File: src/rtl/voting_machine_param.sv
// Parametrised ballot-armed voting machine: per-button sync/debounce/long-press
// qualification, saturating tallies, and a registered winner/tie tracker.
module voting_machine_param #(
  parameter int NUM_CAND          = 4,
  parameter int COUNT_W           = 8,
  parameter int DEBOUNCE_CYCLES   = 500,
  parameter int LONG_PRESS_CYCLES = 11,
  parameter int BLINK_CYCLES      = 16,
  parameter int ID_W              = $clog2(NUM_CAND + 1)
) (
  input  logic                        clock,
  input  logic                        reset,
  input  logic                        mode,
  input  logic                        ballot_arm,
  input  logic [NUM_CAND-1:0]         button_raw,
  output logic [COUNT_W-1:0]          led,
  output logic                        armed,
  output logic                        vote_ok,
  output logic                        vote_reject,
  output logic [NUM_CAND*COUNT_W-1:0] cand_count,
  output logic [ID_W-1:0]             winner_id,
  output logic [COUNT_W-1:0]          winner_votes,
  output logic                        tie,
  output logic                        saturated
);

  localparam int DEB_W = $clog2(DEBOUNCE_CYCLES + 1);
  localparam int LP_W  = $clog2(LONG_PRESS_CYCLES + 1);
  localparam int BLK_W = $clog2(BLINK_CYCLES + 1);

  localparam logic [DEB_W-1:0]   DEB_LAST = DEB_W'(DEBOUNCE_CYCLES - 1);
  localparam logic [LP_W-1:0]    LP_MAX   = LP_W'(LONG_PRESS_CYCLES);
  localparam logic [LP_W-1:0]    LP_PRE   = LP_W'(LONG_PRESS_CYCLES - 1);
  localparam logic [BLK_W-1:0]   BLK_LAST = BLK_W'(BLINK_CYCLES - 1);
  localparam logic [COUNT_W-1:0] ALL_ONES = '1;

  localparam logic [1:0] S_IDLE     = 2'd0;
  localparam logic [1:0] S_ARMED    = 2'd1;
  localparam logic [1:0] S_BLINK    = 2'd2;
  localparam logic [1:0] S_WAIT_REL = 2'd3;

  logic [NUM_CAND-1:0] sync1_q, sync2_q;
  logic [NUM_CAND-1:0] deb_q, deb_d;
  logic [NUM_CAND-1:0] qual_q, qual_d;
  logic [DEB_W-1:0]    deb_cnt_q [NUM_CAND];
  logic [DEB_W-1:0]    deb_cnt_d [NUM_CAND];
  logic [LP_W-1:0]     lp_cnt_q  [NUM_CAND];
  logic [LP_W-1:0]     lp_cnt_d  [NUM_CAND];

  logic [1:0]          state_q, state_d;
  logic                held_q, held_d;
  logic [BLK_W-1:0]    blink_cnt_q, blink_cnt_d;
  logic                vote_ok_q, vote_ok_d;
  logic                vote_reject_q, vote_reject_d;

  logic [COUNT_W-1:0]  tally_q [NUM_CAND];
  logic [COUNT_W-1:0]  tally_d [NUM_CAND];
  logic                saturated_q, saturated_d;

  logic [COUNT_W-1:0]  max_v;
  logic [ID_W-1:0]     max_idx;
  int                  n_max;
  logic [ID_W-1:0]     winner_id_q, winner_id_d;
  logic [COUNT_W-1:0]  winner_votes_q, winner_votes_d;
  logic                tie_q, tie_d;
  logic [COUNT_W-1:0]  led_q, led_d;

  logic any_held, any_qual, one_qual, other_held;

  // Debounce and long-press qualification, one independent channel per button.
  always_comb begin
    for (int i = 0; i < NUM_CAND; i++) begin
      // NOTE: every combinational output gets a default first so no path leaves it unassigned (no latch).
      deb_d[i]     = deb_q[i];
      deb_cnt_d[i] = '0;
      lp_cnt_d[i]  = '0;
      qual_d[i]    = 1'b0;
      if (sync2_q[i] != deb_q[i]) begin
        if (deb_cnt_q[i] == DEB_LAST) deb_d[i] = sync2_q[i];
        else                          deb_cnt_d[i] = deb_cnt_q[i] + DEB_W'(1);
      end
      if (deb_q[i]) begin
        lp_cnt_d[i] = (lp_cnt_q[i] == LP_MAX) ? lp_cnt_q[i] : lp_cnt_q[i] + LP_W'(1);
        qual_d[i]   = (lp_cnt_q[i] == LP_PRE);
      end
    end
  end

  assign any_held   = |deb_q;
  assign any_qual   = |qual_q;
  assign one_qual   = ($countones(qual_q) == 1);
  assign other_held = |(deb_q & ~qual_q);

  always_comb begin
    state_d       = state_q;
    held_d        = held_q;
    blink_cnt_d   = blink_cnt_q;
    vote_ok_d     = 1'b0;
    vote_reject_d = 1'b0;
    case (state_q)
      S_IDLE: begin
        if (ballot_arm && !mode) begin
          state_d = S_ARMED;
          held_d  = 1'b1;
        end
      end
      S_ARMED: begin
        if (mode) begin
          state_d = S_IDLE;
          held_d  = 1'b0;
        end else if (any_qual) begin
          if (one_qual && !other_held) begin
            vote_ok_d   = 1'b1;
            held_d      = 1'b0;
            blink_cnt_d = '0;
            state_d     = S_BLINK;
          end else begin
            vote_reject_d = 1'b1;
            state_d       = S_WAIT_REL;
          end
        end
      end
      S_BLINK: begin
        if (blink_cnt_q == BLK_LAST) state_d = S_WAIT_REL;
        else                         blink_cnt_d = blink_cnt_q + BLK_W'(1);
      end
      default: begin
        // A mode switch while waiting for release also withdraws the held ballot.
        if (mode) held_d = 1'b0;
        if (!any_held) state_d = (held_q && !mode) ? S_ARMED : S_IDLE;
      end
    endcase
  end

  always_comb begin
    saturated_d = saturated_q;
    for (int i = 0; i < NUM_CAND; i++) begin
      tally_d[i] = tally_q[i];
      if (vote_ok_d && qual_q[i] && tally_q[i] != ALL_ONES) tally_d[i] = tally_q[i] + COUNT_W'(1);
      if (tally_d[i] == ALL_ONES) saturated_d = 1'b1;
    end
  end

  // Leader search works on registered tallies, so results trail a vote by one cycle.
  always_comb begin
    max_v   = '0;
    max_idx = '0;
    n_max   = 0;
    for (int i = 0; i < NUM_CAND; i++) begin
      if (tally_q[i] > max_v) begin
        max_v   = tally_q[i];
        max_idx = ID_W'(i);
      end
    end
    for (int i = 0; i < NUM_CAND; i++) begin
      if (tally_q[i] == max_v) n_max = n_max + 1;
    end
    winner_id_d    = (max_v == '0) ? '0 : max_idx + ID_W'(1);
    winner_votes_d = max_v;
    tie_d          = (max_v != '0) && (n_max >= 2);
  end

  always_comb begin
    led_d = '0;
    if (!mode) begin
      if (state_d == S_BLINK) led_d = ALL_ONES;
    end else begin
      led_d = winner_votes_q;
      for (int i = NUM_CAND - 1; i >= 0; i--) begin
        if (deb_q[i]) led_d = tally_q[i];
      end
    end
  end

  always_ff @(posedge clock) begin
    // NOTE: sequential state uses non-blocking assignments so every register samples pre-edge values.
    if (reset) begin
      sync1_q        <= '0;
      sync2_q        <= '0;
      deb_q          <= '0;
      qual_q         <= '0;
      state_q        <= S_IDLE;
      held_q         <= 1'b0;
      blink_cnt_q    <= '0;
      vote_ok_q      <= 1'b0;
      vote_reject_q  <= 1'b0;
      saturated_q    <= 1'b0;
      winner_id_q    <= '0;
      winner_votes_q <= '0;
      tie_q          <= 1'b0;
      led_q          <= '0;
      // NOTE: the tally array is a handful of flops, not RAM, so clearing it on reset is cheap and required.
      for (int i = 0; i < NUM_CAND; i++) begin
        deb_cnt_q[i] <= '0;
        lp_cnt_q[i]  <= '0;
        tally_q[i]   <= '0;
      end
    end else begin
      sync1_q        <= button_raw;
      sync2_q        <= sync1_q;
      deb_q          <= deb_d;
      qual_q         <= qual_d;
      state_q        <= state_d;
      held_q         <= held_d;
      blink_cnt_q    <= blink_cnt_d;
      vote_ok_q      <= vote_ok_d;
      vote_reject_q  <= vote_reject_d;
      saturated_q    <= saturated_d;
      winner_id_q    <= winner_id_d;
      winner_votes_q <= winner_votes_d;
      tie_q          <= tie_d;
      led_q          <= led_d;
      for (int i = 0; i < NUM_CAND; i++) begin
        deb_cnt_q[i] <= deb_cnt_d[i];
        lp_cnt_q[i]  <= lp_cnt_d[i];
        tally_q[i]   <= tally_d[i];
      end
    end
  end

  for (genvar g = 0; g < NUM_CAND; g++) begin : g_pack
    assign cand_count[g*COUNT_W +: COUNT_W] = tally_q[g];
  end

  assign led          = led_q;
  assign armed        = held_q;
  assign vote_ok      = vote_ok_q;
  assign vote_reject  = vote_reject_q;
  assign winner_id    = winner_id_q;
  assign winner_votes = winner_votes_q;
  assign tie          = tie_q;
  assign saturated    = saturated_q;

endmodule

File: config.mk
export PLATFORM = sky130hd
export DESIGN_NAME = voting_machine_param
export DESIGN_NICKNAME = d
export VERILOG_FILES = /design/src/rtl/voting_machine_param.sv
export SDC_FILE = /design/constraint.sdc
export NUM_CORES = 1
export LEC_CHECK = 0
export CAP_MARGIN = 20
export CORE_ASPECT_RATIO = 0.5
export CORE_MARGIN = 2
export CORE_UTILIZATION = 63
export DETAILED_ROUTE_END_ITERATION = 7
export PLACE_DENSITY = 0.95
export SYNTH_ARGS = -nofsm -noshare
export SYNTH_HDL_FRONTEND = slang
export SYNTH_SLANG_ARGS = --single-unit
File: constraint.sdc
create_clock -name clock -period 20.2 [get_ports clock]
set_input_delay 4.04 -clock clock [delete_from_list [all_inputs] [get_ports clock]]
set_output_delay 4.04 -clock clock [all_outputs]
set_load 0.02 [all_outputs]
# Yosys cells after proc, flatten, opt, wreduce, memory -nomap -nowiden
# Memories as Yosys holds them, arrays and structs flattened.
# Index checks and enable logic that the tools add are counted.
[word_totals]
regBits = 47
romBits = 0
mem_count = 3
in_bits = 8
ram_bits = 84
output_inout_bits = 56
latchBits = 0
[op_classes]
n_bitwise = 21
eq_ne = 40
muxes = 80
multipliers = 0
n_reduce_logical = 35
div = 0
n_lt_le_gt_ge = 5
n_shift = 0
add_sub_neg = 20
[memory_table]
columns = ["memory", "depth", "width", "read_ports", "rd_ports_with_merged_regs", "wr", "line", "source"]
rows = [
  ["deb_cnt_q", 4, 9, 4, 0, 4, "45", "logic [DEB_W-1:0] deb_cnt_q [NUM_CAND];"],
  ["tally_q", 4, 8, 4, 0, 4, "56", "logic [COUNT_W-1:0] tally_q [NUM_CAND];"],
  ["lp_cnt_q", 4, 4, 4, 0, 4, "47", "logic [LP_W-1:0] lp_cnt_q [NUM_CAND];"],
]
[ops]
columns = ["cell", "count"]
rows = [
  ["2-to-1 mux 8 bit", 18],
  ["2-to-1 mux 9 bit", 12],
  ["adder 32 x 2 -> 32 bit (second input constant)", 3],
  ["2-to-1 mux 32 bit", 3],
  ["2-to-1 mux 4 bit", 12],
  ["adder 9 x 1 -> 9 bit (second input constant)", 4],
  ["equality test 9 bit (second input constant)", 4],
  ["adder 8 x 1 -> 8 bit (second input constant)", 4],
  ["equality test 4 bit (second input constant)", 8],
  ["equality test 8 bit", 4],
  ["equality test 8 bit (second input constant)", 4],
  ["greater-or-equal comparator 32 x 3 -> 1 bit (second input constant)", 1],
  ["inequality test 8 bit (second input constant)", 4],
  ["greater-than comparator 8 bit", 3],
  ["2-to-1 mux 1 bit", 21],
  ["2-to-1 mux 5 bit", 4],
  ["adder 4 x 1 -> 4 bit (second input constant)", 4],
  ["OR reduction 4 bit", 4],
  ["logical AND 1 bit", 12],
  ["OR 1 bit", 12],
  ["2-to-1 mux 2 bit", 5],
  ["inequality test 2 bit (second input constant)", 5],
  ["one-hot mux 5 bit (2 select lines)", 1],
  ["AND reduction 5 bit", 2],
  ["26 further kinds", 47],
]

# Logic depth before layout (Yosys ltp)
# Gate-level depths: netlist of the first run.
# An unclocked memory read counts as a cell.
[logic_depth]
ltp_word = 19
depth_mapped = 41
ltp_nobuf = 37

# Worst setup path before layout of the first run
# Ideal clock, no wire load.
[synth_timing]
path_type = "flip-flop to flip-flop"
from = "mem tally_q[0][0]"
to = "reg tie_q (netlist: tie)"
required_ns = 20.122
t_arrival_ns = 7.927
path_slack_ns = 12.195
n_path_buf = 4
path_stages_with_launch = 39
path_cell_list = "dfxtp_1 -> clkbuf_1 -> inv_1 -> ha_1 -> nor4b_1 -> nand2_1 -> nand2_1 -> ha_1 -> nor2b_1 -> o211ai_1 -> a21oi_1 -> o21ai_2 -> mux2i_1 -> inv_1 -> ha_1 -> nand4_1 -> o21ai_1 -> and2_1 -> (+3 left out) -> a21oi_1 -> inv_1 -> ha_1 -> nand4_1 -> nor2_1 -> nor4_1 -> a221oi_1 -> buf_2 -> mux2i_1 -> xor2_1 -> nand4_1 -> nor4_1 -> ha_1 -> xnor2_1 -> ha_1 -> or3_1 -> o2111a_1 -> nor3_1"
[synth_lines]
columns = ["item", "line", "source"]
rows = [
  ["from (decl)", "56", ""],
  ["to (signal assigned)", "211", "tie_q <= tie_d;"],
  ["to (decl)", "65", "logic tie_q, tie_d;"],
]

==> results of run 1 <==
==> logic make-up after synthesis <==
logic type	Yosys count
AO/OA/AOI/OAI	144
XOR/XNOR	106
adder cells (fa/ha/maj)	51
buffers and inverters	95
flip-flops	131
multiplexers	30
AND/OR/NAND/NOR	365
==> registers in the layout, indices dropped and copies added (netlist names), 2 cells and up <==
signal and flops:
led 8, winner_id 3, lp_cnt_q 16, qual_q 4, sync1_q 4, tally_q 32, state_q 2, deb_q 4
winner_votes 8, deb_cnt_q 36, blink_cnt_q 5, sync2_q 4
==> cell usage after synthesis (all sizes together) (9+ instances only) <==
library cell / count / area share
a211oi: 16 / 0.016
or3: 11 / 0.0090
and3: 12 / 0.0099
nor2: 143 / 0.070
mux2i: 27 / 0.035
and2: 9 / 0.0074
nand4: 26 / 0.021
a21oi: 46 / 0.030
nor4: 10 / 0.0082
nand2b: 10 / 0.0082
clkbuf: 41 / 0.020
xor2: 35 / 0.040
o21ai: 20 / 0.014
o22ai: 9 / 0.0074
buf: 10 / 0.0057
nand2: 53 / 0.026
dfxtp: 131 / 0.34
nor3: 20 / 0.014
nor2b: 17 / 0.014
ha: 50 / 0.082
xnor2: 71 / 0.082
inv: 43 / 0.021
nand3: 34 / 0.022
a211o: 10 / 0.011
==> metrics by stage <==
step | total power (uW) | worst slack, ns | utilization | cells | cell area, um2
after floorplan | 271.0 | 12.20 | - | 922 | 7621
after global placement | 273.3 | 12.46 | 0.7005 | 1101 | 8270
after detailed placement | 273.7 | 12.01 | 0.7005 | 1101 | 8270
after CTS | 594.5 | 11.91 | 0.7519 | 1133 | 8877
after global routing | 607.0 | 11.03 | 0.7523 | 1134 | 8882
final | 596.4 | 11.70 | 0.7523 | 1134 | 8882
==> how the worst min path moves through the flow <==
stage                               start               to  slack, ns  cells after the start
after detailed placement       sync1_q[0]       sync2_q[0]       0.44                      1
after floorplan           deb_cnt_q[0][0]  deb_cnt_q[0][0]       0.41                      1
after CTS                      sync1_q[0]       sync2_q[0]       0.44                      1
final                          sync1_q[0]       sync2_q[0]       0.43                      1
after global placement         sync1_q[0]       sync2_q[0]       0.42                      1
after global routing           sync1_q[0]       sync2_q[0]       0.46                      1
==> per-layer routing <==
layer / vias to the layer above / share of wire
met5: - / 0
met4: 0 / 0.043
met3: 107 / 0.10
met1: 3396 / 0.39
li1: 3271 / -
met2: 471 / 0.47
==> power by group through the flow <==
stage	Sequential (uW)	Clock, uW	Combinational, uW
after global routing	260	338	8.45
after floorplan	266	0	4.86
after CTS	260	326	7.78
after global placement	266	0	7.27
final	260	328	7.88
after detailed placement	266	0	7.58
==> cell type report <==
class	count	area, um2
clock buffer	18	429.2
clock inverter	14	177.7
fill	758	2924
inverter	44	165.2
multi-input combinational	696	4636
sequential	131	2623
tap	165	206.4
timing repair buffer	66	645.6
==> flow_metrics.env, run 1 <==
export IMPL_synth_compound_area_frac=0.1299
export IMPL_synthCells=922
export IMPL_synth_mux_area_frac=0.03989
export IMPL_p_comb_frac=0.013
export IMPL_die_x_um=159.5
export IMPL_initial_core_util=0.6455
export IMPL_ys_seq_elements=131
export IMPL_diodes=0
export IMPL_ant_nets=0
export IMPL_max_freq_mhz=117.6
export IMPL_outcome="complete, no violations"
export IMPL_arrival_ns=8.86
export IMPL_p_leak_uw=0.003265
export IMPL_period_minus_slack_ns=8.504
export IMPL_grt_pass1_wl_um=34770
export IMPL_critPathMaxFanout=16
export IMPL_peakVddDrop_uv=51.36
export IMPL_h_tree_depth=4
export IMPL_wire_per_inst_um=19.48
export IMPL_met1_usage=0.3919
export IMPL_r2r_end="tie"
export IMPL_timing_hold_ws_ns=0.4324
export IMPL_use_met3=0.09646
export IMPL_rrSetupSlack_ns=11.70
export IMPL_crit_required_ns=20.56
export IMPL_dr_pass1_iters=6
export IMPL_drc=0
export IMPL_synthArstFlopShare=0
export IMPL_cts_tree="built"
export IMPL_r2r_start="tally_q[0][1]"
export IMPL_drive_gt1_frac=0.05263
export IMPL_dr_first_iter_drc_count=801
export IMPL_synth_fp_nets=981
export IMPL_ys_seq_area_frac=0.3441
export IMPL_first_global_vias=7045
export IMPL_top_usage_layer="met2"
export IMPL_dieArea_mm2=0.01305
export IMPL_cts_clk_slew_worst_paths_ns=0.07
export IMPL_cts_setup_buffers=0
export IMPL_hold_violations=0
export IMPL_p_per_area_mw_per_mm2=67.14
export IMPL_relSlewSlack=0.4340
export IMPL_cp_common_cell="ha_1"
export IMPL_hold_class="flip-flop to flip-flop"
export IMPL_grt_start_max_net_pins=82
export IMPL_endpoint_kind="flip-flop"
export IMPL_internal_power_uw=458.5
export IMPL_synth_avg_cell_area_um2=8.266
export IMPL_die_y_um=81.77
export IMPL_cts_root_buffer="clkbuf_16"
export IMPL_portBuffers=63
export IMPL_tightest_slew_ns=0.8490
export IMPL_cpLargestDelayFamily="simple AND/OR/NAND/NOR gates"
export IMPL_area_growth_pct=16.55
export IMPL_p_clk_frac=0.550
export IMPL_synth_top_family_by_area="simple AND/OR/NAND/NOR gates"
export IMPL_fin_tns_setup_ns=0
export IMPL_setup_viol=0
export IMPL_globalplace_congestion=1.020
export IMPL_clock_path_buffers=2
export IMPL_synth_warnings=0
export IMPL_synth_simple_area_share=0.2320
export IMPL_reg2reg_depth=35
export IMPL_synth_xor_area_share=0.1218
export IMPL_core_area_mm2=0.01181
export IMPL_cts_sinks=131
export IMPL_final_cell_mix="143 x nor2_1, 131 x dfxtp_1, 71 x xnor2_1"
export IMPL_std_cell_rows=28
export IMPL_vias_per_cell=6.389
export IMPL_met2_usage=0.5905
export IMPL_synth_edf_count=0
export IMPL_vias=7245
export IMPL_antenna_found_initial=0
export IMPL_ios=64
export IMPL_worstSetupPathType="flip-flop to flip-flop"
export IMPL_finalMaxSlewViolations=0
export IMPL_max_stage_delay_ns=0.50
export IMPL_cts_hold_buffers_added=0
export IMPL_overflow=0
export IMPL_yosys_area_share_adder=0.08472
export IMPL_fin_nets=1015
export IMPL_synth_flop_cell="dfxtp_1"
export IMPL_cp_depth=35
export IMPL_crit_slowest_cell="and2_1"
export IMPL_switchingPower_uw=137.8
export IMPL_cp_start_kind="flip-flop"
export IMPL_dpl_hpwl_um=14350
export IMPL_clk_latency_ns=0.44
export IMPL_routed_wl_um=22090
export IMPL_fin_crit_sh=0.4210
export IMPL_synthDistinctLibCells=63
export IMPL_crit_end="tie"
export IMPL_syn_area_mm2=0.007621
export IMPL_finClkSkew_ns=0.009524
export IMPL_rsz0062_at_grt="no"
export IMPL_maxCapViolCount=0
export IMPL_crit_buf_inv=4
export IMPL_track_usage=0.3414
export IMPL_post_cts_resized=0
export IMPL_p_sw_frac=0.2311
export IMPL_mostFrequentLayoutCell="nor2_1"
export IMPL_seq_power_share=0.437
export IMPL_cts_buffers=17
export IMPL_startpoint="tally_q[0][1]"
(Power assumes the default switching activity.)
==> run 2, diff against run 1 <==
- CORE_UTILIZATION: 63 -> 53
- PLACE_DENSITY: 0.95 -> 0.86
- clock period: 20.2 -> 7.8 ns (I/O delays scaled with it)
==> run 2 against run 1 <==
  * Worst setup slack worse by 11 ns
  * Count of clock-buffer cells in the layout shrank 1
  * Routed wire length is 3.2% lower
  * Register-to-register slack worse by 11 ns
  * Fmax increased by 14%
  * First-iteration DRC count fell by 30%
  * Non-clock buffer count rose by 35
  * Sequential share of layout area decreased by 1.6 points
  * Final area rose by 5.9%
  * Final cell count increased by 5.5%
  * Total power grew to 2.6 times the previous value
  * Worst hold slack improved by 0.0065 ns
  * Critical path type unchanged
  * Largest cell class unchanged
  * Largest power group unchanged
==> flow_metrics.env, run 2 (synthesized netlist as in run 1, its figures left out) <==
export IMPL_outcome="complete, no violations"
export IMPL_final_cell_mix="142 x nor2_1, 131 x dfxtp_1, 71 x xnor2_1"
export IMPL_tightest_slew_ns=0.8554
export IMPL_vias_per_cell=5.967
export IMPL_antenna_found_initial=0
export IMPL_ant_nets=0
export IMPL_drc=0
export IMPL_ios=64
export IMPL_drive_gt1_frac=0.1116
export IMPL_dp_cells=1151
export IMPL_h_tree_depth=4
export IMPL_period_minus_slack_ns=7.468
export IMPL_dr_pass1_iters=5
export IMPL_fin_crit_sh=0.9575
export IMPL_first_global_vias=6924
export IMPL_core_area_mm2=0.01381
export IMPL_largest_reg_flops=36
export IMPL_finClkSkew_ns=0.009483
export IMPL_crit_required_ns=8.14
export IMPL_p_comb_frac=0.013
export IMPL_cts_clk_slew_worst_paths_ns=0.07
export IMPL_reg_top3="deb_cnt_q: 36 flops, tally_q: 32 flops, lp_cnt_q: 16 flops"
export IMPL_finalMaxSlewViolations=0
export IMPL_p_sw_frac=0.2237
export IMPL_p_per_area_mw_per_mm2=167.7
export IMPL_peakVddDrop_uv=151.7
export IMPL_overflow=0
export IMPL_fin_nets=1050
export IMPL_switchingPower_uw=352.9
export IMPL_globalplace_congestion=1.041
export IMPL_regMostFlops="deb_cnt_q"
export IMPL_max_freq_mhz=133.9
export IMPL_routed_wl_um=21390
export IMPL_nFillCells=1022
export IMPL_area_growth_pct=23.44
export IMPL_cp_common_cell="ha_1"
export IMPL_seq_power_share=0.427
export IMPL_worstSetupPathType="flip-flop to flip-flop"
export IMPL_instances_no_fill=1196
export IMPL_endpoint_kind="flip-flop"
export IMPL_mostFrequentLayoutCell="nor2_1"
export IMPL_clk_latency_ns=0.42
export IMPL_critPathMaxFanout=8
export IMPL_internal_power_uw=1225
export IMPL_crit_slowest_cell="or3_1"
export IMPL_dieArea_mm2=0.01541
export IMPL_cts_hold_buffers_added=0
export IMPL_grt_start_max_net_pins=82
export IMPL_initial_core_util=0.5517
export IMPL_wire_per_inst_um=17.88
export IMPL_relSlewSlack=0.4298
export IMPL_hold_class="flip-flop to flip-flop"
export IMPL_diodes=0
export IMPL_die_x_um=173.6
export IMPL_total_power_uw=1578
export IMPL_dpl_hpwl_um=14230
export IMPL_vias=7137
export IMPL_die_y_um=88.79
export IMPL_maxCapViolCount=0
export IMPL_cts_tree="built"
export IMPL_portBuffers=63
export IMPL_clock_path_buffers=2
export IMPL_arrival_ns=7.81
export IMPL_grt_pass1_wl_um=33710
export IMPL_setup_viol=0
export IMPL_cts_buffers=17
export IMPL_p_leak_uw=0.003496
export IMPL_hold_violations=0
export IMPL_std_cell_rows=30
export IMPL_dr_first_iter_drc_count=560
export IMPL_cts_sinks=131
export IMPL_max_stage_delay_ns=0.37
export IMPL_track_usage=0.2782
export IMPL_p_clk_frac=0.560
export IMPL_cp_start_kind="flip-flop"
export IMPL_cts_root_buffer="clkbuf_16"
## run 2: final timing paths
check | startpoint | endpoint | slack (ns) | cells after the start
hold reg to reg | sync1_q[3] | sync2_q[3] | 0.44 | 1
setup / recovery | tally_q[0][1] | tie | 0.33 | 36
setup reg to reg | tally_q[0][1] | tie | 0.33 | 36
hold / removal | sync1_q[3] | sync2_q[3] | 0.44 | 1
## run 2: worst max-delay path, delay by kind of cell, from the launching register on
family | cells | cell delay, ns
AND/OR/NAND/NOR | 14 | 2.42
AO/OA/AOI/OAI | 9 | 1.96
adder cells (fa/ha/maj) | 6 | 1.48
buffers and inverters | 4 | 0.54
multiplexers | 1 | 0.34
flip-flops | 1 | 0.33
XOR/XNOR | 2 | 0.29
## run 2: metrics by stage
step / utilization / hold WS (ns) / worst slack, ns / TNS, ns / instance area, um2
2_1_floorplan: - / 0.4132 / 0.002410 / 0 / 7627
3_3_place_gp: 0.6150 / 0.4214 / 0.3313 / 0 / 8496
3_5_place_dp: 0.6150 / 0.4303 / -0.08354 / -0.08354 / 8496
4_1_cts: 0.6642 / 0.4454 / 0.02892 / 0 / 9175
5_1_grt: 0.6811 / 0.4588 / -0.07764 / -0.07764 / 9408
6_report: 0.6811 / 0.4389 / 0.3318 / 0 / 9408
## run 2: power by group through the flow
stage	sequential (uW)	combinational, uW	clock [uW]
floorplan	689	12.6	0
global placement	689	19.1	0
detailed placement	689	19.4	0
CTS	674	19.9	886
global route	674	21.6	911
finish	674	20.0	884
## run 2: area by class of cell
class | count | area, um2 | share of cell area
Multi-Input combinational cell | 696 | 4803 | 0.5106
Sequential cell | 131 | 2623 | 0.2788
Timing Repair Buffer | 101 | 932.1 | 0.09908
Clock buffer | 17 | 425.4 | 0.04522
Tap cell | 192 | 240.2 | 0.02554
Clock inverter | 15 | 219.0 | 0.02327
Inverter | 44 | 165.2 | 0.01756
## run 2: per-layer routing
layer	global-route usage	vias to the layer above	share of wire
li1	-	3341	-
met1	0.3361	3373	0.41
met2	0.4691	345	0.46
met3	0.07302	78	0.092
met4	0.1451	0	0.034
met5	0	-	0
## run 2: timing repair
item                                    CTS  global route
setup buffers                             2            11
endpoints found under the setup margin    1             1
pin swaps                                 1            12
gates resized for setup                   4            34
==> run 3, diff against run 2 <==
- SLEW_MARGIN: default -> 25
==> results of run 3 <==
Same layout as run 2: the final DEF is identical, and so are final timing and power.
